<file path="config.mk">
export PLATFORM = sky130hd
export DESIGN_NAME = hera_loader
export DESIGN_NICKNAME = d
export VERILOG_FILES = /design/src/rtl/hera_loader.sv
export SDC_FILE = /design/constraint.sdc
export NUM_CORES = 1
export LEC_CHECK = 0
export ABC_AREA = 1
export CAP_MARGIN = 30
export CORE_MARGIN = 5
export CORE_UTILIZATION = 35
export DETAILED_ROUTE_END_ITERATION = 8
export MAX_ROUTING_LAYER = met4
export PLACE_DENSITY = 0.57
export SETUP_SLACK_MARGIN = 0.3
export SYNTH_ARGS = -nofsm -noshare
export SYNTH_HDL_FRONTEND = slang
export SYNTH_SLANG_ARGS = --single-unit
</file>
<file path="constraint.sdc">
create_clock -name clk -period 1.8 [get_ports clk]
set_input_delay 0.36 -clock clk [delete_from_list [all_inputs] [get_ports clk]]
set_output_delay 0.36 -clock clk [all_outputs]
set_load 0.005 [all_outputs]
</file>
<file path="src/rtl/hera_loader.sv">
// hera_loader: 8N1 UART program loader for the HERA command memory.
// Writes a framed image into memory word by word, and raises run once the checksum matches.
module hera_loader #(
  parameter int CLK_HZ = 48000000,
  parameter int BAUD   = 115200,
  parameter int ADDR_W = 10
) (
  input  logic              clk,
  input  logic              rst_s,
  input  logic              rxd,
  output logic [15:0]       data,
  output logic [ADDR_W-1:0] addr,
  output logic              wren,
  output logic              run,
  output logic              err
);
  localparam int DIV = CLK_HZ / BAUD;
  localparam int CW  = $clog2(DIV + 1);
  localparam logic [CW-1:0] HALF_M1 = CW'(DIV / 2 - 1);
  localparam logic [CW-1:0] FULL_M1 = CW'(DIV - 1);
  localparam logic [16:0]   CAP     = 17'(2 ** ADDR_W);

  typedef enum logic [1:0] {RX_IDLE, RX_START, RX_DATA, RX_STOP} rx_t;
  typedef enum logic [2:0] {IDLE, LEN_H, LEN_L, DAT_H, DAT_L, CSUM, RUN} st_t;

  rx_t             rx_q, rx_d;
  logic            sync1_q, sync2_q, prev_q;
  logic [CW-1:0]   cnt_q, cnt_d;
  logic [2:0]      bit_q, bit_d;
  logic [7:0]      sh_q, sh_d;
  logic            byte_v_q, byte_v_d;
  logic            ferr_q, ferr_d;

  st_t               st_q, st_d;
  logic [15:0]       data_q, data_d;
  logic [ADDR_W-1:0] addr_q, addr_d;
  logic              wren_q, wren_d;
  logic              run_q, run_d;
  logic              err_q, err_d;
  logic [7:0]        lenh_q, lenh_d;
  logic [7:0]        cs_q, cs_d;
  logic [ADDR_W:0]   wcnt_q, wcnt_d;
  logic [16:0]       len_w;

  // RX front end: synchronizer, start validation at half bit, LSB-first sampling
  always_ff @(posedge clk) begin
    if (rst_s) begin
      sync1_q  <= 1'b1;
      sync2_q  <= 1'b1;
      prev_q   <= 1'b1;
      rx_q     <= RX_IDLE;
      cnt_q    <= '0;
      bit_q    <= '0;
      sh_q     <= '0;
      byte_v_q <= 1'b0;
      ferr_q   <= 1'b0;
    end else begin
      sync1_q  <= rxd;
      sync2_q  <= sync1_q;
      prev_q   <= sync2_q;
      rx_q     <= rx_d;
      cnt_q    <= cnt_d;
      bit_q    <= bit_d;
      sh_q     <= sh_d;
      byte_v_q <= byte_v_d;
      ferr_q   <= ferr_d;
    end
  end

  always_comb begin
    rx_d     = rx_q;
    cnt_d    = cnt_q + CW'(1);
    bit_d    = bit_q;
    sh_d     = sh_q;
    byte_v_d = 1'b0;
    ferr_d   = 1'b0;
    case (rx_q)
      RX_IDLE: begin
        cnt_d = '0;
        if (!sync2_q && prev_q) rx_d = RX_START;
      end
      RX_START: begin
        if (cnt_q == HALF_M1) begin
          cnt_d = '0;
          bit_d = '0;
          rx_d  = sync2_q ? RX_IDLE : RX_DATA;
        end
      end
      RX_DATA: begin
        if (cnt_q == FULL_M1) begin
          cnt_d = '0;
          sh_d  = {sync2_q, sh_q[7:1]};
          bit_d = bit_q + 3'd1;
          if (bit_q == 3'd7) rx_d = RX_STOP;
        end
      end
      RX_STOP: begin
        // Returning to idle at the stop sample lets a back-to-back start edge through.
        if (cnt_q == FULL_M1) begin
          rx_d     = RX_IDLE;
          byte_v_d = sync2_q;
          ferr_d   = !sync2_q;
        end
      end
      default: rx_d = RX_IDLE;
    endcase
  end

  // Protocol stage: frame parsing, memory writes, checksum and run/err flags
  always_ff @(posedge clk) begin
    if (rst_s) begin
      st_q   <= IDLE;
      data_q <= '0;
      addr_q <= '0;
      wren_q <= 1'b0;
      run_q  <= 1'b0;
      err_q  <= 1'b0;
      lenh_q <= '0;
      cs_q   <= '0;
      wcnt_q <= '0;
    end else begin
      st_q   <= st_d;
      data_q <= data_d;
      addr_q <= addr_d;
      wren_q <= wren_d;
      run_q  <= run_d;
      err_q  <= err_d;
      lenh_q <= lenh_d;
      cs_q   <= cs_d;
      wcnt_q <= wcnt_d;
    end
  end

  assign len_w = {1'b0, lenh_q, sh_q};

  always_comb begin
    st_d   = st_q;
    data_d = data_q;
    addr_d = addr_q;
    wren_d = 1'b0;
    run_d  = run_q;
    err_d  = err_q;
    lenh_d = lenh_q;
    cs_d   = cs_q;
    wcnt_d = wcnt_q;
    if (wren_q) addr_d = addr_q + ADDR_W'(1);
    if (ferr_q) begin
      err_d = 1'b1;
      st_d  = IDLE;
    end else if (byte_v_q) begin
      case (st_q)
        IDLE, RUN: begin
          if (sh_q == 8'hA5) begin
            st_d   = LEN_H;
            run_d  = 1'b0;
            err_d  = 1'b0;
            addr_d = '0;
            cs_d   = '0;
          end
        end
        LEN_H: begin
          lenh_d = sh_q;
          cs_d   = cs_q ^ sh_q;
          st_d   = LEN_L;
        end
        LEN_L: begin
          cs_d = cs_q ^ sh_q;
          if (len_w == 17'd0 || len_w > CAP) begin
            err_d = 1'b1;
            st_d  = IDLE;
          end else begin
            wcnt_d = len_w[ADDR_W:0];
            st_d   = DAT_H;
          end
        end
        DAT_H: begin
          data_d[15:8] = sh_q;
          cs_d         = cs_q ^ sh_q;
          st_d         = DAT_L;
        end
        DAT_L: begin
          data_d[7:0] = sh_q;
          cs_d        = cs_q ^ sh_q;
          wren_d      = 1'b1;
          wcnt_d      = wcnt_q - (ADDR_W + 1)'(1);
          st_d        = (wcnt_q == (ADDR_W + 1)'(1)) ? CSUM : DAT_H;
        end
        CSUM: begin
          if (sh_q == cs_q) begin
            run_d = 1'b1;
            st_d  = RUN;
          end else begin
            err_d = 1'b1;
            st_d  = IDLE;
          end
        end
        default: st_d = IDLE;
      endcase
    end
  end

  assign data = data_q;
  assign addr = addr_q;
  assign wren = wren_q;
  assign run  = run_q;
  assign err  = err_q;
endmodule
</file>
# After elaboration in Yosys (flattened, before gate mapping)
# Index checks and enable logic that the tools add are counted.
[totals]
reg_bits = 86
inputBits = 3
[op_classes]
n_addsub = 4
n_lt_le_gt_ge = 1
muxes = 36
eq_ne = 26
n_reduce_logical = 28
bitwise_logic = 5
[op_table]
columns = ["cell", "count"]
rows = [
  ["10-bit 2-to-1 mux", 5],
  ["9-bit one-hot mux with 3 select lines", 1],
  ["11-bit one-hot mux with 2 select lines", 1],
  ["9-bit 2-to-1 mux", 2],
  ["3-bit one-hot mux with 6 select lines", 1],
  ["17-bit zero test", 1],
  ["16-bit by 11-bit greater-than comparator with 1-bit output (second input constant)", 1],
  ["2-bit inequality test (second input constant)", 8],
  ["8-bit one-hot mux with 2 select lines", 1],
  ["3-bit 2-to-1 mux", 5],
  ["5-bit AND reduction", 3],
  ["2-bit 2-to-1 mux", 7],
  ["3-bit equality test (second input constant)", 4],
  ["3-bit AND reduction", 4],
  ["11-bit by 1-bit equality test with 1-bit output (second input constant)", 1],
  ["11-bit 2-to-1 mux", 1],
  ["11-bit by 1-bit subtractor with 11-bit output (second input constant)", 1],
  ["10-bit by 1-bit adder with 10-bit output (second input constant)", 1],
  ["2-bit nonzero test", 5],
  ["9-bit by 1-bit adder with 9-bit output (second input constant)", 1],
  ["9-bit by 8-bit equality test with 1-bit output (second input constant)", 1],
  ["9-bit equality test (second input constant)", 1],
  ["3-bit inequality test (second input constant)", 3],
  ["8-bit equality test", 1],
  ["other kinds (25)", 40],
]

# Depth between registers and ports, before layout
# Gate-level depths: netlist of run 1.
[logic_depth]
word_depth = 6
ltp_mapped = 12

# Worst setup path after synthesis of run 1
# No wires, ideal clock.
[synth_path]
path_type = "register -> register"
start = "register cnt_q[0]"
end = "register sh_q[2]"
n_path_buf = 1
arrival_ps = 1489
path_stages_with_launch = 12
setup_slack_ps = 183
setup_time_ps = 127
cell_sequence = "dfxtp_1 > ha_1 > nand2_1 > nor2_1 > nand2_1 > inv_1 > nand2_1 > inv_1 > nand2_1 > clkbuf_1 > o21ai_0 > a21oi_1"
[synth_between]
elab_chain_len = 2
[synth_rtl]
columns = ["element", "line_no", "rtl"]
rows = [
  ["start: declaration", "28", "logic [CW-1:0] cnt_q, cnt_d;"],
  ["start signal: assignment", "62", "cnt_q <= cnt_d;"],
  ["9-bit equality test", "90", "if (cnt_q == FULL_M1) begin"],
  ["2-bit AND reduction (no source line)", "-", ""],
  ["end signal: assignment", "54", "sh_q <= '0;"],
  ["end signal: assignment", "64", "sh_q <= sh_d;"],
  ["end: declaration", "30", "logic [7:0] sh_q, sh_d;"],
]
# Every way passes these cells.
# A chain may end at the register's enable or synchronous reset.

# Final worst setup path of run 1
[layout_path]
start = "register sh_q[0]"
end = "register cs_q[2]"
[layout_between]
elab_chain_len = 3
[layout_rtl]
columns = ["element", "line_no", "rtl"]
rows = [
  ["8-bit equality test", "153", "if (sh_q == 8'hA5) begin"],
  ["2-bit inequality test (no source line)", "-", ""],
  ["4-bit AND reduction (no source line)", "-", ""],
  ["end signal: assignment", "129", "cs_q <= cs_d;"],
  ["end: declaration", "41", "logic [7:0] cs_q, cs_d;"],
]
# Every way passes these cells.

==> results.txt, run 1 <==
The run finished with clean final reports. After floorplanning, the core was sized to cover 0.0109 mm². The worst setup path is launched from a register. For the pin with the worst max-slew slack, the measured transition is 0.365 ns. For this run, design rule violations remaining after detail routing come to 0.

The largest buffer count on any clock path is 2. Along the worst path, the maximum fanout reaches 8. The post-synthesis to final-layout area growth came out at 40.1%. Counting flops with a built-in enable in the synthesized netlist gives 0. The area of combinational cells with multiple inputs was 0.00229 mm²; the weighted congestion at the end of routability-driven global placement was 0.884.

Dividing the detail-routed wire length by the instance count gives 13.9 µm. The hold-critical path depth works out to 1. TritonCTS built the clock tree. The run gives 50.2% as the utilization after layout. The tools report the global route total overflow as 0.

The detailed router placed 3745 vias in this run. The all-layer global routing usage is 15.8%, and the peak per-stage delay on the critical path is 0.38 ns. The netlist area before placement is 0.00390 mm², and the setup clock skew after layout is 0.0132 ns. The arrival time reported for the critical path endpoint came out at 1.79 ns. The minimum period implied by the final worst setup slack is 1.53 ns. Entering global routing, the biggest net connects 28 pins.

For this run, the number of Yosys warnings is 0. Each instance of the synthesized netlist takes up on average 7.42 µm². The setup path with the least slack is of type reg2reg. In this run the tool buffered the top-level ports with 31 buffer cells. Once detail routing completed, the nets flagged for antenna violations numbered 0.

The worst register-to-register path begins at sh_q[0]$_SDFFE_PP0P_. The tools report the number of detailed-routing iterations run before antenna repair as 4. For the final count of pins violating max slew, the log shows 0. Net total in the final layout: 619. The tools report the post-synth net total as 534.

Summed over all cells, the static leakage comes to 2.31 nW. The initial utilization of the core area, before any placement, comes to 35.8%. In this run, the number of DRC markers left after iteration 0 of detailed routing was 212. The logs give 86 for the TritonCTS sink count and 0 for the post-cts hold buffer count. 32 I/O pins were placed.

Using the TritonRoute via totals, the vias-per-cell ratio works out to 4.96. For this run, the top clock speed supported by timing is 654 MHz. The number of antenna diodes in the final layout is 0. The logs give 0.0440 ns for the setup slack at placement and 3 for the H-tree depth. STA classifies the critical path endpoint as a register.

At the later pin of the worst-skew pair, clock insertion delay measures 0.37 ns. Of the cells placed in the final design, the portion with a size suffix greater than 1 is 34.0%. Setup repair after global routing could not meet its margin everywhere. The cell sitting at the root of the clock tree is a clkbuf_8.

The first global-routing pass estimated 16300 µm of wire. The largest total area in the synthesized netlist belongs to dfxtp_1. The placement row count is 38, and the worst setup slack for register-to-register paths is 0.27 ns.

The horizontal extent of the die came out at 116 µm. Worst hold endpoint: sync2_q$_SDFF_PP1_. The endpoint identified for the worst register-to-register timing path is cs_q[2]$_SDFFE_PP0P_.

By area the synthesized netlist is led by dfxtp_1 44%, nand2_1 8.4%, nor2_1 7.6%. The tools report the total CTS buffers as 9. Count of endpoints failing setup in the final report: 0. The tool flagged a number of max-cap violations equal to 0. The synthesized design devotes to its leading area cell type 44.2% of total area.

After synthesis the netlist holds a flip-flop and latch count of 86. The wire-length estimate of the detail-placed layout is 6810 µm. Once routing completed, OpenROAD measured the worst setup slack at 0.271 ns.

Counting flops with an async set or reset pin after synthesis yields a share of 0%. The slowest library cell on the worst path is dfxtp_4. The worst voltage drop across the vdd grid was 392 µV.

After layout, the worst path uses 84.9% of the clock period. Synthesis handed over a netlist of 525 instances. The register area was 0.00178 mm²; the number of antenna violations at the first check in global routing was 0. Fill cells in the final layout number 964. Walking the worst path, the cells encountered are nand2_2 -> nor2_2 -> nand3_2 -> a21oi_4 -> inv_4 -> nor2_8 -> o21ai_4 -> o21ai_2 -> a21oi_2. The flip-flop cell with the highest count after synthesis was dfxtp_1. The die is 116 µm tall.

The number of global-route vias before repair is 3370, and the worst-case reg-to-reg path depth is 9. In this run the power density over the cells is 619 mW/mm². The tools report the wire length after detailed routing as 10500 µm.

After routing, the total negative slack on setup checks comes to 0 ns. In this run the worst hold path is classified as reg2reg. The clock edge transition at the registers on the reported setup and hold paths came out at 0.09 ns. The floorplan step defined a die boundary enclosing 0.0133 mm². The number of hold violations in the final report is 0, and the sequential element share of the synthesized area is 44.2%. The distinct cell type count after synthesis was 38. The startpoint of the most critical hold path was sync1_q$_SDFF_PP1_. Headroom to the max-slew limit came out at 75.7%. For the worst setup path, the data required time is 2.06 ns.
==> how the worst max path moves through the flow <==
stage | from | to | slack [ns]
floorplan | cnt_q[1]$_SDFF_PP0_ | sh_q[2]$_SDFFE_PP0P_ | 0.28
global placement | rst_s | addr[7]$_SDFF_PP0_ | 0.09
detailed placement | st_q[2]$_SDFFE_PP0P_ | cs_q[1]$_SDFFE_PP0P_ | 0.04
CTS | sh_q[7]$_SDFFE_PP0P_ | cs_q[1]$_SDFFE_PP0P_ | 0.26
global route | lenh_q[4]$_SDFFE_PP0P_ | wcnt_q[7]$_SDFFE_PP0P_ | 0.18
finish | sh_q[0]$_SDFFE_PP0P_ | cs_q[2]$_SDFFE_PP0P_ | 0.27
==> worst max-delay path, delay by kind of cell, from the launching register on <==
kind            cells  cell delay, ns
buf+inv             1            0.07
simple gates        4            0.46
compound gates      4            0.51
flops               1            0.38
==> Yosys cell counts, types with 2 or more instances <==
library cell / instances
nor2_1: 79
inv_1: 45
nor2_2: 4
nand4_1: 7
a21oi_2: 2
dfxtp_1: 86
nor3_1: 9
buf_4: 2
inv_2: 3
buf_2: 7
nand3_1: 20
a31oi_1: 2
a211oi_1: 4
nand2_2: 2
xnor2_1: 8
a21oi_1: 50
o21ai_2: 5
ha_1: 6
nor3b_1: 3
clkbuf_1: 8
o31ai_1: 2
or2_2: 2
nand2_1: 87
o21ai_0: 56
xor2_1: 9
o2111ai_1: 5
==> through the flow <==
step	cell area, µm²	std cells	power, mW	hold slack, ns
2_1_floorplan	3920	525	2.00	0.389
3_3_place_gp	4470	700	2.02	0.404
3_5_place_dp	4470	700	2.02	0.417
4_1_cts	4950	735	3.40	0.433
5_1_grt	5460	755	3.52	0.446
6_report	5460	755	3.38	0.426
==> registers in the layout, indices dropped and copies added (netlist names), named ones only <==
register  cells
addr         10
bit_q         3
byte_v_q      1
cnt_q         9
cs_q          8
data         16
err           1
ferr_q        1
lenh_q        8
prev_q        1
run           1
rx_q          1
sh_q          8
st_q          3
sync1_q       1
sync2_q       1
wcnt_q       11
wren          1
==> report_power, final <==
part	switching (mW)	internal, mW
Combinational	0.0542	0.0402
Clock	0.711	0.680
Sequential	0.00299	1.89
Total	0.768	2.61
==> cells in the final DEF, fill, tap and decap left out, drive strengths merged, types with 8 or more instances in the layout <==
cell type	instances
a21oi	53
buf	58
clkbuf	11
dfxtp	86
dlygate4sd2	29
inv	47
nand2	90
nand3	21
nor2	84
nor3	9
o21ai	62
xnor2	8
xor2	9
==> layout make-up <==
cell class	count	area share, %
multi-input combinational	373	42.0
sequential	86	32.5
timing repair buffer	89	14.7
inverter	50	3.87
tap	140	3.21
clock buffer	11	2.59
clock inverter	5	1.08
timing repair inverter	1	0.0916
==> routing by layer <==
layer,global-route usage [%],part of all wire [%]
met1,20.8,47
met3,3.29,4.2
met5,-,0
met2,24.2,47
met4,5.56,2.3
==> logic make-up after synthesis <==
| kind of cell | share of synthesized area (%) |
|---|---|
| buffers and inverters | 7.22 |
| XOR/XNOR | 3.82 |
| AND/OR/NAND/NOR | 23.8 |
| AO/OA/AOI/OAI | 19.1 |
| flip-flops | 44.2 |
| adder cells (fa/ha/maj) | 1.93 |
==> what timing repair did <==
item                       in CTS  in global routing
setup buffers                  16                 19
pin swaps                       9                 39
resized for setup              89                107
setup endpoints to repair      87                 73
hold endpoints to repair        0                  0
gates cloned                    3                  1
(Power assumes the default switching activity.)
==> run 2, diff against run 1 <==
--- a/config.mk
+++ b/config.mk
@@ -11,7 +11,7 @@
 export CORE_UTILIZATION = 35
 export DETAILED_ROUTE_END_ITERATION = 8
 export MAX_ROUTING_LAYER = met4
-export PLACE_DENSITY = 0.57
+export PLACE_DENSITY = 0.59
 export SETUP_SLACK_MARGIN = 0.3
 export SYNTH_ARGS = -nofsm -noshare
 export SYNTH_HDL_FRONTEND = slang
==> constraint.sdc (replaced) <==
create_clock -name clk -period 1.3 [get_ports clk]
set_input_delay 0.26 -clock clk [delete_from_list [all_inputs] [get_ports clk]]
set_output_delay 0.26 -clock clk [all_outputs]
set_load 0.005 [all_outputs]
==> run 2 against run 1 <==
Effect of this change:
- first-iteration DRC count is 26% higher
- the run now ends with negative setup slack left
- critical path type unchanged
- largest power group unchanged
- register-to-register slack got worse by 0.51 ns
- final cell count grew 11%
- sequential power is 38% higher
- maximum frequency is 0.95% lower
- via count up 11%
- count of clock-buffer cells in the layout is 1 higher
==> results.txt, run 2 (same netlist as run 1, synthesis figures left out) <==
Setup repair after global routing could not meet its margin everywhere. For this run, the post-layout net count is 705. Leaving out fill and tap cells, the most frequent cell in the layout is buf_4. For the required time reported for the critical path endpoint, the log shows 1.60 ns. The post-cts hold buffer count was 0; the hold-critical path depth was 3. The run gives 0.37 ns as the clock latency of the later-clocked register in the worst-skew pair.

Measured along the y axis, the die boundary spans 116 µm. Category of the critical setup timing path: reg2reg. The longest clock path from root to sink contains 2 buffers.

The die outline area was 0.0133 mm²; the number of antenna violations at the first check in global routing was 0. The final count of pins violating max slew is 0. The arrival time reported for the critical path endpoint was 1.84 ns.

Global routing used 18.2% of the available tracks across all layers. Global routing finished with a remaining overflow of 0. The repair_antennas step left the layout with diodes totalling 0. The number of hold violations in the final report came out at 0. The min-delay analysis places its worst path in the category in2reg. The flow ran to the end, but the final reports show violations. The library cells used most frequently in the layout, excluding fill and tap cells, are 104 x buf_4, 67 x nand2_1, 51 x nor2_1. For this run, the detailed router's first-pass iteration total came to 4. Setup violations remaining at the end of the flow were counted as 77. The H-tree generated during clock tree synthesis spans 3 levels. For this block, wires on met1 add up to 5350 µm. The setup check on the worst reg-to-reg path leaves a slack of -0.24 ns. The worst register-to-register path ends at cs_q[7]$_SDFFE_PP0P_. The routed wirelength normalized by instance count was 14.4 µm; the sum of net half-perimeters after detailed placement was 7730 µm. Violation count after the first detailed-routing iteration: 267. The run gives 86 as the TritonCTS sink count.

The met2 wire length was 6100 µm. After floorplanning, the core was divided into 38 placement rows. Sort of element at the start of the critical path: a register. For the final routed DRC violation total, the log shows 0. The met3 routed wirelength was 445 µm; the via total after detailed routing was 4147. The final worst-path setup slack is -0.243 ns, and the post-route fraction of the period consumed by the critical path is 119%. Dividing total power by cell area gives a power density of 731 mW/mm².

Cells with a size suffix above 1 make up 55.9% of the layout. The run gives 9 as the total CTS buffers. On the final layout, the worst clock skew is 0.0109 ns. Startpoint of the most critical hold path: rst_s.

The tools report the clock root buffer as clkbuf_8. The tools report the startpoint of the worst register-to-register path as sh_q[0]$_SDFFE_PP0P_. STA classifies the critical path endpoint as a register. Buffers placed on the I/O ports in this run total 31.

The pin count of the biggest net entering global routing is 24. The register with the most flip-flops in the layout has 16 of them. The clock edge transition at the registers on the reported setup and hold paths is 0.09 ns.

Worst hold endpoint: sh_q[4]$_SDFFE_PP0P_. Once detail routing completed, the nets flagged for antenna violations numbered 0. The final reports fail on negative setup slack. The wire length of the first global-routing pass is 18900 µm, and the number of global-route vias before repair is 4056. Subtracting the final worst setup slack from the clock period gives 1.54 ns. In this run the horizontal extent of the chip is 116 µm.

In the final layout, the multi-input gates occupy 0.00261 mm². Compared with the post-synthesis result, the final layout area differs by 68.5%. Measured against its own limit, the worst slew margin works out to 76.4%. The initial utilization of the core area, before any placement, comes to 35.8%.

Standby leakage power: 2.82 nW. For the pin with the worst max-slew slack, the measured transition is 0.350 ns. The logs give 4.80 mW for the total power and 0.836 for the weighted congestion at the end of routability-driven global placement. The filler cell count is 943.

TritonCTS built the clock tree. Based on the critical path, the design can be clocked at up to 648 MHz. The uppermost metal layer occupied by signal nets was met4. The worst-case reg-to-reg path depth came out at 9. The sequential cells in the finished layout cover a total of 0.00179 mm². Adding up every negative setup slack in the final design gives -10.10 ns. After detailed routing, the total wire length is 12100 µm.

The tool flagged a number of max-cap violations equal to 0. During I/O placement, the number of pins put on the boundary was 32. Along the worst path, the maximum fanout reaches 6. The via-per-instance ratio is 4.93, and the worst voltage drop across the vdd grid is 542 µV.

Area of the core: 0.0109 mm².
## run 2: through the flow
stage / instance area [µm²] / util, % / setup slack, ns / hold slack (ns) / cells
after global placement: 5260 / 48.3 / -0.262 / 0.404 / 787
after detailed placement: 5260 / 48.3 / -0.341 / 0.404 / 787
final: 6570 / 60.3 / -0.243 / 0.397 / 841
after CTS: 6010 / 55.2 / -0.176 / 0.437 / 828
after global routing: 6570 / 60.3 / -0.377 / 0.413 / 841
after floorplan: 4080 / - / -0.195 / 0.364 / 525
## run 2: cell type report
class	count	area share (%)
tap	140	2.67
clock inverter	4	0.838
clock buffer	12	2.21
timing repair inverter	4	0.419
multi-input combinational	372	39.8
timing repair buffer	173	23.2
inverter	50	3.64
sequential	86	27.2
## run 2: worst max-delay path by stage
stage                               from                endpoint  cells past startpoint
floorplan           sh_q[5]$_SDFFE_PP0P_    cs_q[2]$_SDFFE_PP0P_                     11
global placement    st_q[0]$_SDFFE_PP0P_  wcnt_q[3]$_SDFFE_PP0P_                     11
detailed placement  sh_q[6]$_SDFFE_PP0P_      addr[8]$_SDFF_PP0_                      6
CTS                 st_q[0]$_SDFFE_PP0P_        run$_SDFFE_PP0P_                     11
global route        sh_q[4]$_SDFFE_PP0P_        err$_SDFFE_PP0P_                     10
finish              sh_q[0]$_SDFFE_PP0P_    cs_q[7]$_SDFFE_PP0P_                      9
## run 2: power by group
group | total (mW) | switching [mW] | internal [mW]
registers | 2.63 | 0.00541 | 2.63
logic | 0.165 | 0.0958 | 0.0695
clock network | 2.00 | 1.04 | 0.954
total | 4.80 | 1.15 | 3.65
## run 2: what timing repair did
item | 4_1_cts | 5_1_grt
gates cloned | 3 | 3
pin swaps | 33 | 31
endpoints found under the hold margin | 0 | 0
setup endpoints to repair | 112 | 115
buffers inserted | 22 | 10
resized for setup | 280 | 111
## run 2: critical path, stage by stage (launching register included)
cell and delay [ns]:
dfxtp_2 0.39, nand2_4 0.06, nor2_4 0.12, nand3_4 0.09, a21oi_4 0.20, inv_4 0.07, nor2_8 0.13, buf_6 0.14
o2111ai_2 0.11, a21oi_2 0.16
## run 2: routing by layer
metal,up-vias,GRT usage (%)
met5,-,-
met4,0,5.63
met3,21,3.86
met2,65,30.3
met1,1979,22.2
li1,2082,-
